`src/rtl/mc_pkg.sv`:
```
// Shared encodings for the multicycle controller: FSM states, datapath mux selects,
// ALU commands and condition codes.
package mc_pkg;

  typedef enum logic [3:0] {
    StFetch  = 4'd0,
    StDecode = 4'd1,
    StMemAdr = 4'd2,
    StMemRd  = 4'd3,
    StMemWb  = 4'd4,
    StMemWr  = 4'd5,
    StExecR  = 4'd6,
    StExecI  = 4'd7,
    StAluWb  = 4'd8,
    StBranch = 4'd9
  } state_e;

  localparam logic [1:0] AluAdd = 2'b00;
  localparam logic [1:0] AluSub = 2'b01;
  localparam logic [1:0] AluAnd = 2'b10;
  localparam logic [1:0] AluOrr = 2'b11;

  localparam logic [1:0] ImmDp     = 2'b00;
  localparam logic [1:0] ImmMem    = 2'b01;
  localparam logic [1:0] ImmBranch = 2'b10;

  localparam logic [1:0] ResAluOut = 2'b00;
  localparam logic [1:0] ResMem    = 2'b01;
  localparam logic [1:0] ResAlu    = 2'b10;

  localparam logic [1:0] SrcAReg = 2'b00;
  localparam logic [1:0] SrcAPc  = 2'b01;

  localparam logic [1:0] SrcBReg  = 2'b00;
  localparam logic [1:0] SrcBImm  = 2'b01;
  localparam logic [1:0] SrcBFour = 2'b10;

  localparam logic [1:0] OpDp     = 2'b00;
  localparam logic [1:0] OpMem    = 2'b01;
  localparam logic [1:0] OpBranch = 2'b10;

  localparam logic [3:0] CmdAdd = 4'b0100;
  localparam logic [3:0] CmdSub = 4'b0010;
  localparam logic [3:0] CmdAnd = 4'b0000;
  localparam logic [3:0] CmdOrr = 4'b1100;
  localparam logic [3:0] CmdCmp = 4'b1010;

  localparam logic [3:0] CondEq = 4'b0000;
  localparam logic [3:0] CondNe = 4'b0001;
  localparam logic [3:0] CondCs = 4'b0010;
  localparam logic [3:0] CondCc = 4'b0011;
  localparam logic [3:0] CondMi = 4'b0100;
  localparam logic [3:0] CondPl = 4'b0101;
  localparam logic [3:0] CondVs = 4'b0110;
  localparam logic [3:0] CondVc = 4'b0111;
  localparam logic [3:0] CondHi = 4'b1000;
  localparam logic [3:0] CondLs = 4'b1001;
  localparam logic [3:0] CondGe = 4'b1010;
  localparam logic [3:0] CondLt = 4'b1011;
  localparam logic [3:0] CondGt = 4'b1100;
  localparam logic [3:0] CondLe = 4'b1101;
  localparam logic [3:0] CondAl = 4'b1110;

endpackage

```
`src/rtl/multicycle_controller_cond_check.sv`:
```
// Condition-code evaluation: Cond field against the architectural NZCV register.
module cond_check
  import mc_pkg::*;
(
  input  logic [3:0] cond,
  input  logic [3:0] flags,
  output logic       cond_ex
);

  logic n, z, c, v, ge, hi, gt;

  assign {n, z, c, v} = flags;
  assign ge = (n == v);
  assign hi = c & ~z;
  assign gt = ~z & ge;

  always_comb begin
    cond_ex = 1'b0;
    case (cond)
      CondEq:  cond_ex = z;
      CondNe:  cond_ex = ~z;
      CondCs:  cond_ex = c;
      CondCc:  cond_ex = ~c;
      CondMi:  cond_ex = n;
      CondPl:  cond_ex = ~n;
      CondVs:  cond_ex = v;
      CondVc:  cond_ex = ~v;
      CondHi:  cond_ex = hi;
      CondLs:  cond_ex = ~hi;
      CondGe:  cond_ex = ge;
      CondLt:  cond_ex = ~ge;
      CondGt:  cond_ex = gt;
      CondLe:  cond_ex = ~gt;
      CondAl:  cond_ex = 1'b1;
      default: cond_ex = 1'b0;
    endcase
  end

endmodule

```
`src/rtl/multicycle_controller.sv`:
```
// Moore sequencing FSM for the multicycle ARM-subset datapath; owns the NZCV register.
module multicycle_controller
  import mc_pkg::*;
(
  input  logic        clk,
  input  logic        reset,
  input  logic [19:0] Instr,
  input  logic [3:0]  ALUFlags,
  output logic        PCWrite,
  output logic        IRWrite,
  output logic        MemWrite,
  output logic        RegWrite,
  output logic        AdrSrc,
  output logic [1:0]  RegSrc,
  output logic [1:0]  ImmSrc,
  output logic [1:0]  ALUSrcA,
  output logic [1:0]  ALUSrcB,
  output logic [1:0]  ResultSrc,
  output logic [1:0]  ALUControl,
  output logic [3:0]  Flags,
  output logic [3:0]  State
);

  state_e     state_q, state_d;
  logic [3:0] flags_q, flags_d;

  logic [3:0] cond, cmd, rd;
  logic [1:0] op;
  logic [5:0] funct;
  logic [1:0] alu_dec;
  logic       cond_ex, cmd_valid, is_cmp, is_logic, rd_pc, in_exec, alu_wb;
  logic       unused_rn;

  assign cond      = Instr[19:16];
  assign op        = Instr[15:14];
  assign funct     = Instr[13:8];
  assign rd        = Instr[3:0];
  assign cmd       = funct[4:1];
  assign unused_rn = ^Instr[7:4];

  cond_check u_cond_check (
    .cond    (cond),
    .flags   (flags_q),
    .cond_ex (cond_ex)
  );

  always_comb begin
    alu_dec   = AluAdd;
    cmd_valid = 1'b1;
    case (cmd)
      CmdAdd:  alu_dec = AluAdd;
      CmdSub:  alu_dec = AluSub;
      CmdAnd:  alu_dec = AluAnd;
      CmdOrr:  alu_dec = AluOrr;
      CmdCmp:  alu_dec = AluSub;
      default: cmd_valid = 1'b0;
    endcase
  end

  assign is_cmp   = (cmd == CmdCmp);
  assign is_logic = (cmd == CmdAnd) || (cmd == CmdOrr);
  assign rd_pc    = (rd == 4'hF);
  assign in_exec  = (state_q == StExecR) || (state_q == StExecI);
  // CMP and unknown commands never write back, whatever the condition says.
  assign alu_wb   = cond_ex & cmd_valid & ~is_cmp;

  always_comb begin
    flags_d = flags_q;
    if (in_exec && cmd_valid && (funct[0] || is_cmp) && cond_ex) begin
      flags_d = is_logic ? {ALUFlags[3:2], flags_q[1:0]} : ALUFlags;
    end
  end

  always_comb begin
    state_d = StFetch;
    case (state_q)
      StFetch:  state_d = StDecode;
      StDecode: begin
        case (op)
          OpMem:    state_d = StMemAdr;
          OpDp:     state_d = funct[5] ? StExecI : StExecR;
          OpBranch: state_d = StBranch;
          default:  state_d = StFetch;
        endcase
      end
      StMemAdr: state_d = funct[0] ? StMemRd : StMemWr;
      StMemRd:  state_d = StMemWb;
      StExecR:  state_d = StAluWb;
      StExecI:  state_d = StAluWb;
      default:  state_d = StFetch;
    endcase
  end

  always_ff @(posedge clk or posedge reset) begin
    if (reset) begin
      state_q <= StFetch;
      flags_q <= 4'b0000;
    end else begin
      state_q <= state_d;
      flags_q <= flags_d;
    end
  end

  always_comb begin
    PCWrite    = 1'b0;
    IRWrite    = 1'b0;
    MemWrite   = 1'b0;
    RegWrite   = 1'b0;
    AdrSrc     = 1'b0;
    ImmSrc     = ImmDp;
    ALUSrcA    = SrcAReg;
    ALUSrcB    = SrcBReg;
    ResultSrc  = ResAluOut;
    ALUControl = AluAdd;
    case (state_q)
      StFetch: begin
        IRWrite   = 1'b1;
        PCWrite   = 1'b1;
        ALUSrcA   = SrcAPc;
        ALUSrcB   = SrcBFour;
        ResultSrc = ResAlu;
      end
      StDecode: begin
        ALUSrcA   = SrcAPc;
        ALUSrcB   = SrcBFour;
        ResultSrc = ResAlu;
      end
      StMemAdr: begin
        ALUSrcB = SrcBImm;
        ImmSrc  = ImmMem;
      end
      StMemRd: AdrSrc = 1'b1;
      StMemWr: begin
        AdrSrc   = 1'b1;
        MemWrite = cond_ex;
      end
      StMemWb: begin
        ResultSrc = ResMem;
        PCWrite   = cond_ex & rd_pc;
        RegWrite  = cond_ex & ~rd_pc;
      end
      StExecR: ALUControl = alu_dec;
      StExecI: begin
        ALUSrcB    = SrcBImm;
        ALUControl = alu_dec;
      end
      StAluWb: begin
        PCWrite  = alu_wb & rd_pc;
        RegWrite = alu_wb & ~rd_pc;
      end
      StBranch: begin
        ALUSrcB   = SrcBImm;
        ImmSrc    = ImmBranch;
        ResultSrc = ResAlu;
        PCWrite   = cond_ex;
      end
      default: ;
    endcase
  end

  assign RegSrc = {op == OpMem, op == OpBranch};
  assign Flags  = flags_q;
  assign State  = state_q;

endmodule

```
`config.mk`:
```
export PLATFORM = sky130hd
export DESIGN_NAME = multicycle_controller
export DESIGN_NICKNAME = d
export VERILOG_FILES = /design/src/rtl/mc_pkg.sv /design/src/rtl/multicycle_controller_cond_check.sv /design/src/rtl/multicycle_controller.sv
export SDC_FILE = /design/constraint.sdc
export NUM_CORES = 1
export LEC_CHECK = 0
export CELL_PAD_IN_SITES_DETAIL_PLACEMENT = 2
export CELL_PAD_IN_SITES_GLOBAL_PLACEMENT = 2
export CORE_MARGIN = 4
export CORE_UTILIZATION = 18
export CTS_CLUSTER_DIAMETER = 60
export CTS_CLUSTER_SIZE = 16
export DETAILED_ROUTE_END_ITERATION = 8
export GPL_ROUTABILITY_DRIVEN = 0
export MAX_ROUTING_LAYER = met4
export PLACE_DENSITY_LB_ADDON = 0.15
export SYNTH_ARGS = -nofsm -noshare
export SYNTH_HDL_FRONTEND = slang
export SYNTH_SLANG_ARGS = --single-unit
```
`constraint.sdc`:
```
create_clock -name clk -period 2.8 [get_ports clk]
set_input_delay 0.56 -clock clk [delete_from_list [all_inputs] [get_ports clk]]
set_output_delay 0.56 -clock clk [all_outputs]
set_load 0.05 [all_outputs]
```
* After elaboration in Yosys (flattened, before gate mapping)
Index checks and enable logic that the tools add are counted.
** Storage, ports and cells
- Register bits :: 8
- Output and inout port bits :: 25
** Cells by class
- Reductions and logical operators :: 18
- Bitwise logic cells :: 18
- Muxes and demuxes :: 17
- Equal/unequal tests :: 31
** Operators by type and width (number)
- $eq 4x4->1 const B :: 12
- $eq 4x3->1 const B :: 9
- $eq 4x2->1 const B :: 5
- $pmux 4 s5 :: 1
- $pmux 1 s15 :: 1
- $logic_not 4->1 :: 3
- $pmux 2 s2 :: 3
- $pmux 4 s3 :: 1
- $not 1->1 :: 10
- $and 1x1->1 :: 8
- $eq 4x1->1 const B :: 2
- $reduce_or 2->1 :: 4
- $mux 1 :: 6
- $pmux 2 s3 :: 1
- $reduce_or 3->1 :: 2
- $reduce_or 5->1 :: 1
- $pmux 1 s4 :: 1
- $logic_and 1x1->1 :: 3
- $logic_or 1x1->1 :: 3
- $mux 3 :: 1
- $eq 2x1->1 const B :: 1
- $eq 2x2->1 const B :: 1
- $logic_not 2->1 :: 1
- $mux 2 :: 1
- 3 further kinds :: 3

* Depth between registers and ports, before layout
Gate-level depths: netlist of run 1.
- Word-level depth :: 8
- Mapped depth :: 7

* Modules after synthesis
A second synthesis of run 1 with hierarchy kept.
** Second synthesis, totals
- Cells, all modules :: 103
- Area total of the unflattened synthesis :: 797.0 µm²
** By module, submodules not included
- multicycle_controller :: times used 1, area each 649.4 µm², seq. area each 200.2 µm², cells each 80
- cond_check :: times used 1, area each 147.6 µm², seq. area each 0.0 µm², cells each 23

* Worst setup path after synthesis of run 1
No wires, ideal clock.
- Path type :: register -> output
- Start :: register flags_q[3] (netlist: Flags[3])
- End :: output port RegWrite
- Required time :: 2.240 ns
- Path slack :: -0.652 ns
- Data arrival time :: 2.892 ns
- Cell stages (with the launch flop) :: 6
- Path through :: dfrtp_1 -> xor2_1 -> or4_1 -> a311o_1 -> and3_4 -> nor3b_1
** Between the ends
- Word-level cells in the longest chain between the ends :: 8
- Elaborated cells on any way between the ends :: 11
- Classes of those cells :: eq/ne (1); mux (2); bitwise (8)
** RTL lines
- start: declaration :: RTL line multicycle_controller.sv:25 : logic [3:0] flags_q, flags_d;
- start signal: assignment :: RTL line multicycle_controller.sv:100 : flags_q <= flags_d;
- $eq 1x1->1 :: RTL line multicycle_controller_cond_check.sv:13 : assign ge = (n == v);
- $and 1x1->1 :: RTL line multicycle_controller_cond_check.sv:15 : assign gt = ~z & ge;
- $not 1->1 :: RTL line multicycle_controller_cond_check.sv:33 : CondLe: cond_ex = ~gt;
- $pmux 1 s15 * :: RTL line multicycle_controller_cond_check.sv:19 : case (cond)
- $and 1x1->1 (2 in a row) :: RTL line multicycle_controller.sv:65 : assign alu_wb = cond_ex & cmd_valid & ~is_cmp;
- $and 1x1->1 :: RTL line multicycle_controller.sv:149 : RegWrite = alu_wb & ~rd_pc;
- $pmux 1 s2 * :: RTL line multicycle_controller.sv:115 : case (state_q)
- end: declaration :: RTL line multicycle_controller.sv:12 : output logic RegWrite,
Mark *: on every way between the ends. The rest lies on a longest branch, timed or not.

* Final worst setup path of run 1
Same ends and word-level chain as after synthesis.

==> impl_summary.log, run 1 <==
[metrics] layout overhead on the synthesized area: 95.9%
[metrics] number of instances on the worst hold path: 1
[metrics] Iter 0 DRT Violations: 39
[metrics] H-tree lvl count: 1
[metrics] critical path data arrival time: roughly 2.2 ns
[metrics] synthesized cell area: just under 800 um^2
[metrics] number of failing hold endpoints at the final stage: 0
[metrics] setup slack, reg-to-reg: roughly 0.30 ns
[metrics] clock root cell: clkbuf_8
[metrics] combinational power share: 0.758
[metrics] HPWL after detailed placement: 2620 um
[metrics] grt ovf: 0
[metrics] Mapped Avg Cell Area: between 7 and 8 um^2
[metrics] type of the worst setup path: reg -> out
[metrics] Die Span X: approximately 74 um
[metrics] Worst setup SP type: flip-flop
[metrics] met3 wirelength from detailed routing: about 100 um
[metrics] Met2 Routed Length: 1740 um
[metrics] maximum number of pins on one net before global-route repair: 12
[metrics] final-stage net count: ~180
[metrics] max_slew headroom: 0.662
[metrics] proportion of power drawn by flip-flops and latches: 0.154
[metrics] post-placement worst setup slack: -0.318 ns
[metrics] clk_lat worst skew: 0.23 ns
[metrics] area of the die: between 0.005 and 0.006 mm^2
[metrics] post-synth top area share: 0.252
[metrics] worst setup slack after layout: between 0.07 and 0.08 ns
[metrics] top layer used by detailed routing: met4
[metrics] endpoint of the most critical setup path: RegWrite
[metrics] actual slew at the worst max-slew pin: between 0.5 and 0.6 ns
[metrics] Detailed Routing Iterations Pass 1: 2
[metrics] first-pass GRT wire length: around 5300 um
[metrics] unrepaired setup endpoints after global routing: true
[metrics] wirelength, routed: ~3200 um
[metrics] Antenna Cells: 0
[metrics] antenna violations before repair: 0
[metrics] total core area: just over 0.004 mm^2
[metrics] Worst R2R Start: Flags[3]
[metrics] Min-Delay Path Class: reg -> reg
[metrics] Seq cells post-synth: 8
[metrics] share of final-layout standard cells stronger than drive strength 1: 0.321
[metrics] fin util: 0.375
[metrics] clock tree from TritonCTS: built
[metrics] net count after synthesis: 127
[metrics] Post-Layout Cell Count: 206
[metrics] Yosys Warn Count: 0
[metrics] number of buffers added to fix hold violations after cts: 0
[metrics] post-layout min period: between 2 and 3 ns
[metrics] type of destination of the critical path: output pin
[metrics] per-cell via count in the routed design: about 4.7
[metrics] async set or reset register ratio after synthesis: 1.00
[metrics] Clk pwr share: 0.088
[metrics] TritonCTS buffer count: 3
[metrics] Total Negative Setup Slacks: 0 ns
[metrics] Internal Pwr Total: between 0.6 and 0.7 mW
[metrics] Cell Pwr Density: slightly above 1000 mW/mm^2
[metrics] floorplan row count: 23
[metrics] Leakage: 0.635 nW
[metrics] gr usage total: 0.128
[metrics] Post-Place Cell Area: 0.00143 mm^2
[metrics] count of unique library cells instantiated by Yosys: 37
[metrics] clock skew: about 0.00071 ns
[metrics] Peak supply drop: ~760 uV
[metrics] worst-case hold slack: just under 0.6 ns
[metrics] post-layout power: 1.59 mW
[metrics] maximum capacitance violations: 0
[metrics] instance count of the mapped netlist: approximately 100
[metrics] worst setup path startpoint: Flags[3]
[metrics] critical path fanouts, max: 4
[metrics] floorplan die height: 74.4 um
[metrics] I/O Buffers: 45
[metrics] cell count after placement: 201
[metrics] r2r endpoint: Flags[1]
[metrics] fraction of the yosys area taken by sequential cells: 0.252
[metrics] Routed Antenna Nets: 0
[metrics] sw frac: 0.563
[metrics] vias after detailed routing: 969
[metrics] number of global-route vias before repair: about 1100
[metrics] starting density of the core: 0.191
[metrics] final-report max-slew violation count: 0
[metrics] library cell with the largest summed area after synthesis: dfrtp_1
[metrics] Synth Flop Type: dfrtp_1
[metrics] maximum buffer depth of the clock tree: 2
[metrics] Worst-path clk slew: roughly 0.040 ns
[metrics] metal1 wirelength: 1360 um
[metrics] peak clock frequency supported by timing: between 0.3 and 0.4 GHz
[metrics] # fillers: 460
[metrics] routed wire length per instance: approximately 16 um
[metrics] number of enable-type register cells in the synthesized netlist: 0
[metrics] main area contributors after synthesis: dfrtp_1, nor2_1, nand2b_1, mux2_2, nor2b_1
[metrics] number of cell instances on the worst register-to-register path: 7
[metrics] ratio of final minimum period to clock period: 0.974
[metrics] # clock sinks: 8
[metrics] outcome: finished, final reports clean
[metrics] Setup violations, final: 0
[metrics] Critical Path RT: roughly 2.2 ns
[metrics] I/O pin total: approximately 50
[metrics] Residual DRC: 0
[metrics] switching component of the power: 0.893 mW
[metrics] Final Instance Area: between 0.0015 and 0.002 mm^2
cells by family after synthesis:
group / Yosys count / share of synthesized area
and+or+nand+nor: 49 / 0.366
AOI/OAI and AO/OA: 24 / 0.200
buffers and inverters: 10 / 0.0520
DFF: 8 / 0.252
muxes: 5 / 0.0804
xor gates and xnor gates: 4 / 0.0442
other: 1 / 0.00473
cell type report:
type | instances | area [um^2] | share of cell area
sequential | 8 | 203 | 0.130
tap | 50 | 62.6 | 0.0403
clock buffer | 3 | 41.3 | 0.0266
inverter | 5 | 18.8 | 0.0121
multi-input combinational | 83 | 644 | 0.415
timing repair buffer | 57 | 584 | 0.376
state kept, by name, summed over array words and instances (netlist names):
signal,flops
Flags,4
State,4
power by group through the flow:
stage / sequential [mW] / clock, mW / combinational (mW)
after floorplan: 0.352 / 0 / 0.622
after global routing: 0.257 / 0.152 / 1.28
after global placement: 0.238 / 0 / 1.16
after CTS: 0.242 / 0.143 / 1.20
after detailed placement: 0.241 / 0 / 1.17
final: 0.244 / 0.140 / 1.20
worst min-delay path by stage:
stage	start	endpoint	slack, ns
4_1_cts	State[3]	State[3]	0.59
3_3_place_gp	State[3]	State[3]	0.58
3_5_place_dp	State[3]	State[3]	0.59
6_report	State[3]	State[3]	0.58
5_1_grt	reset	State[0]	0.62
2_1_floorplan	reset	Flags[0]	0.38
critical path, cell delays in order, from the launching register on:
cell and delay (ns):
dfrtp_2 0.44, xor2_2 0.20, or4_1 0.42, a311o_1 0.29, and3_4 0.19, nor3b_4 0.23, buf_12 0.16
cell usage in the layout, fill, tap and decap left out, types with 2 or more instances in the layout:
| cell | count |
|---|---|
| clkdlybuf4s50_1 | 30 |
| buf_4 | 15 |
| nor2_1 | 10 |
| dfrtp_1 | 6 |
| nand2b_1 | 6 |
| buf_12 | 5 |
| inv_1 | 4 |
| nor2b_1 | 4 |
| a21oi_1 | 4 |
| nand2_1 | 4 |
| dlymetal6s2s_1 | 4 |
| nand3b_1 | 3 |
| a211oi_1 | 3 |
| xnor2_1 | 3 |
| o21ai_0 | 3 |
| mux2_2 | 3 |
| nor3_1 | 3 |
| clkbuf_8 | 3 |
| dfrtp_2 | 2 |
| a211o_1 | 2 |
| nand3_1 | 2 |
| and4_1 | 2 |
| a31oi_1 | 2 |
| o22ai_1 | 2 |
| a22oi_1 | 2 |
| mux2_4 | 2 |
| nor3_2 | 2 |
| clkbuf_2 | 2 |
per-layer routing:
metal	vias up	global-route usage
li1	476	-
met1	471	0.158
met2	20	0.221
met3	2	0.0135
met4	0	0.0296
met5	-	-
synthesized netlist by cell type (3+ instances only):
cell type   n
nor2_1     11
xnor2_1     3
nand2b_1    6
o21ai_0     4
mux2_2      3
nor2b_1     5
inv_1       4
dfrtp_1     8
clkbuf_1    4
nand3b_1    3
nand2_1     4
a211oi_1    3
nor3_1      6
a21oi_1     5
what timing repair did:
action,4_1_cts,5_1_grt
buffers inserted,0,2
resized for setup,10,14
setup endpoints to repair,5,3
pin swaps,2,6
Note: power is estimated with default switching activity, not from simulation.
==> run 2, diff against run 1 <==
Settings changed: GPL_ROUTABILITY_DRIVEN 0 to not set.
==> results of run 2 <==
No change in the layout: final DEF, timing and power equal those of run 1.
==> run 3, diff against run 2 <==
Settings changed: CAP_MARGIN set to 30, CTS_CLUSTER_SIZE 16 to 12, MAX_ROUTING_LAYER met4 to not set.
==> impl_summary.log, run 3 (synthesized netlist as in run 1, its figures left out) <==
[metrics] multi-input gate area in the final layout: 644 um^2
[metrics] # fillers: 460
[metrics] Critical Path RT: between 2 and 2.5 ns
[metrics] most used cells in the layout excluding fill and tap cells: clkdlybuf4s50_1, buf_4, nor2_1, dfrtp_1, nand2b_1
[metrics] met3 usage: 0.0176
[metrics] Post-Place Cell Area: 0.00143 mm^2
[metrics] gr usage total: 0.124
[metrics] setup slack, reg-to-reg: approximately 0.30 ns
[metrics] Antenna Cells: 0
[metrics] unrepaired setup endpoints after global routing: true
[metrics] GRT Max-Usage Layer: met2
[metrics] H-tree lvl count: 1
[metrics] wirelength, routed: approximately 3200 um
[metrics] GP Congestion: 0.740
[metrics] Leakage: between 0.6 and 0.7 nW
[metrics] I/O pin total: 51
[metrics] Min-Delay Path Class: reg -> reg
[metrics] clock root cell: clkbuf_8
[metrics] per-cell via count in the routed design: between 4 and 5
[metrics] # clock sinks: 8
[metrics] endpoint of the most critical setup path: RegWrite
[metrics] global routing met2 resource utilization: 0.221
[metrics] HPWL after detailed placement: roughly 2600 um
[metrics] depth of the critical timing path with buffers and inverters included: 6
[metrics] r2r endpoint: Flags[1]
[metrics] Cell Pwr Density: between 1000 and 1500 mW/mm^2
[metrics] Sequential cell area: ~200 um^2
[metrics] ratio of final minimum period to clock period: 0.974
[metrics] maximum buffer depth of the clock tree: 2
[metrics] final-stage net count: about 180
[metrics] cell class contributing the biggest share of worst-path delay: simple AND/OR/NAND/NOR gates
[metrics] floorplan row count: 23
[metrics] maximum capacitance violations: 0
[metrics] Routed Antenna Nets: 0
[metrics] Setup violations, final: 0
[metrics] critical path fanouts, max: 4
[metrics] first-pass GRT wire length: roughly 5300 um
[metrics] floorplan die height: approximately 74 um
[metrics] Final Instance Area: 0.00155 mm^2
[metrics] maximum single-stage delay on the critical path: about 0.44 ns
[metrics] clk_lat worst skew: between 0.2 and 0.25 ns
[metrics] final-report max-slew violation count: 0
[metrics] slowest CP cell: dfrtp_2
[metrics] post-layout min period: about 2.7 ns
[metrics] number of cell instances on the worst register-to-register path: 7
[metrics] list of cells traversed by the critical path: xor2_2 > or4_1 > a311o_1 > and3_4 > nor3b_4 > buf_12
[metrics] layout overhead on the synthesized area: 95.9%
[metrics] clock skew: roughly 0.00076 ns
[metrics] Iter 0 DRT Violations: 34
[metrics] worst setup path startpoint: Flags[3]
[metrics] number of global-route vias before repair: about 1100
[metrics] met1 layer usage reported by global route: 0.156
[metrics] total core area: around 0.0041 mm^2
[metrics] actual slew at the worst max-slew pin: between 0.5 and 0.6 ns
[metrics] area of the die: about 0.0055 mm^2
[metrics] max_slew headroom: 0.662
[metrics] fin util: 0.375
[metrics] Worst R2R Start: Flags[3]
[metrics] leading cell type in the layout, fill and taps excluded: clkdlybuf4s50_1
[metrics] Detailed Routing Iterations Pass 1: 2
[metrics] Die Span X: about 74 um
[metrics] maximum number of pins on one net before global-route repair: 12
[metrics] routed wire length per instance: about 16 um
[metrics] worst setup slack after layout: 0.0715 ns
[metrics] vias after detailed routing: 969
[metrics] Peak supply drop: around 760 uV
[metrics] number of failing hold endpoints at the final stage: 0
[metrics] grt ovf: 0
[metrics] type of destination of the critical path: output pin
[metrics] number of instances on the worst hold path: 1
[metrics] starting density of the core: 0.191
[metrics] clock tree from TritonCTS: built
[metrics] critical path buffer and inverter count: 1
[metrics] I/O Buffers: 45
[metrics] Worst setup SP type: flip-flop
[metrics] outcome: finished, final reports clean
[metrics] Worst-path clk slew: 0.04 ns
[metrics] peak clock frequency supported by timing: around 0.37 GHz
[metrics] share of final-layout standard cells stronger than drive strength 1: 0.321
[metrics] antenna violations before repair: 0
[metrics] post-layout power: about 1.6 mW
[metrics] critical path data arrival time: between 2 and 2.5 ns
[metrics] Residual DRC: 0
[metrics] post-placement worst setup slack: -0.318 ns
[metrics] TritonCTS buffer count: 3
[metrics] type of the worst setup path: reg -> out
## run 3: cell counts in the layout (fill, tap and decap cells not counted)
Identical to the previous run, type by type.
## run 3: worst min-delay path by stage
stage          startpoint  slack, ns  endpoint
2_1_floorplan       reset       0.38  Flags[0]
3_3_place_gp     State[3]       0.58  State[3]
3_5_place_dp     State[3]       0.59  State[3]
4_1_cts          State[3]       0.59  State[3]
5_1_grt             reset       0.62  State[0]
6_report         State[3]       0.58  State[3]
## run 3: cell type report
cell class / count / area share
clock buffer: 3 / 0.0266
inverter: 5 / 0.0121
multi-input combinational: 83 / 0.415
sequential: 8 / 0.130
tap: 50 / 0.0403
timing repair buffer: 57 / 0.376
## run 3: where the power goes
| group | leakage (nW) | total [mW] | switching [mW] | internal [mW] |
|---|---|---|---|---|
| logic | 0.509 | 1.20 | 0.759 | 0.444 |
| registers | 0.104 | 0.244 | 0.0875 | 0.156 |
| clock network | 0.0216 | 0.140 | 0.0465 | 0.0933 |
| total | 0.635 | 1.59 | 0.893 | 0.693 |
## run 3: routing by layer
layer  share of wire  vias to the layer above  wire length, um
li1                -                      476                -
met1            0.42                      471             1340
met2            0.54                       20             1740
met3           0.038                        2              124
met4          0.0059                        0               19
met5               0                        -                0
## run 3: timing repair
action | CTS | global route
pin swaps | 2 | 6
setup endpoints to repair | 5 | 3
gates resized for setup | 10 | 14
hold buffers | 0 | 0
setup buffers | 0 | 2
## run 3: per-stage QoR
stage / std cells / TNS, ns / hold WS, ns
2_1_floorplan: 101 / -0.322 / 0.376
3_3_place_gp: 201 / -1.37 / 0.582
3_5_place_dp: 201 / -1.74 / 0.591
4_1_cts: 204 / 0 / 0.595
5_1_grt: 206 / -0.0124 / 0.616
6_report: 206 / 0 / 0.581
## run 3: worst register-to-register path, stage by stage (launching register included)
cell     delay [ns]
dfrtp_2        0.44
xor2_2         0.20
or4_1          0.42
a311o_1        0.29
and3_4         0.19
buf_4          0.14
or3_4          0.39
mux2_4         0.31
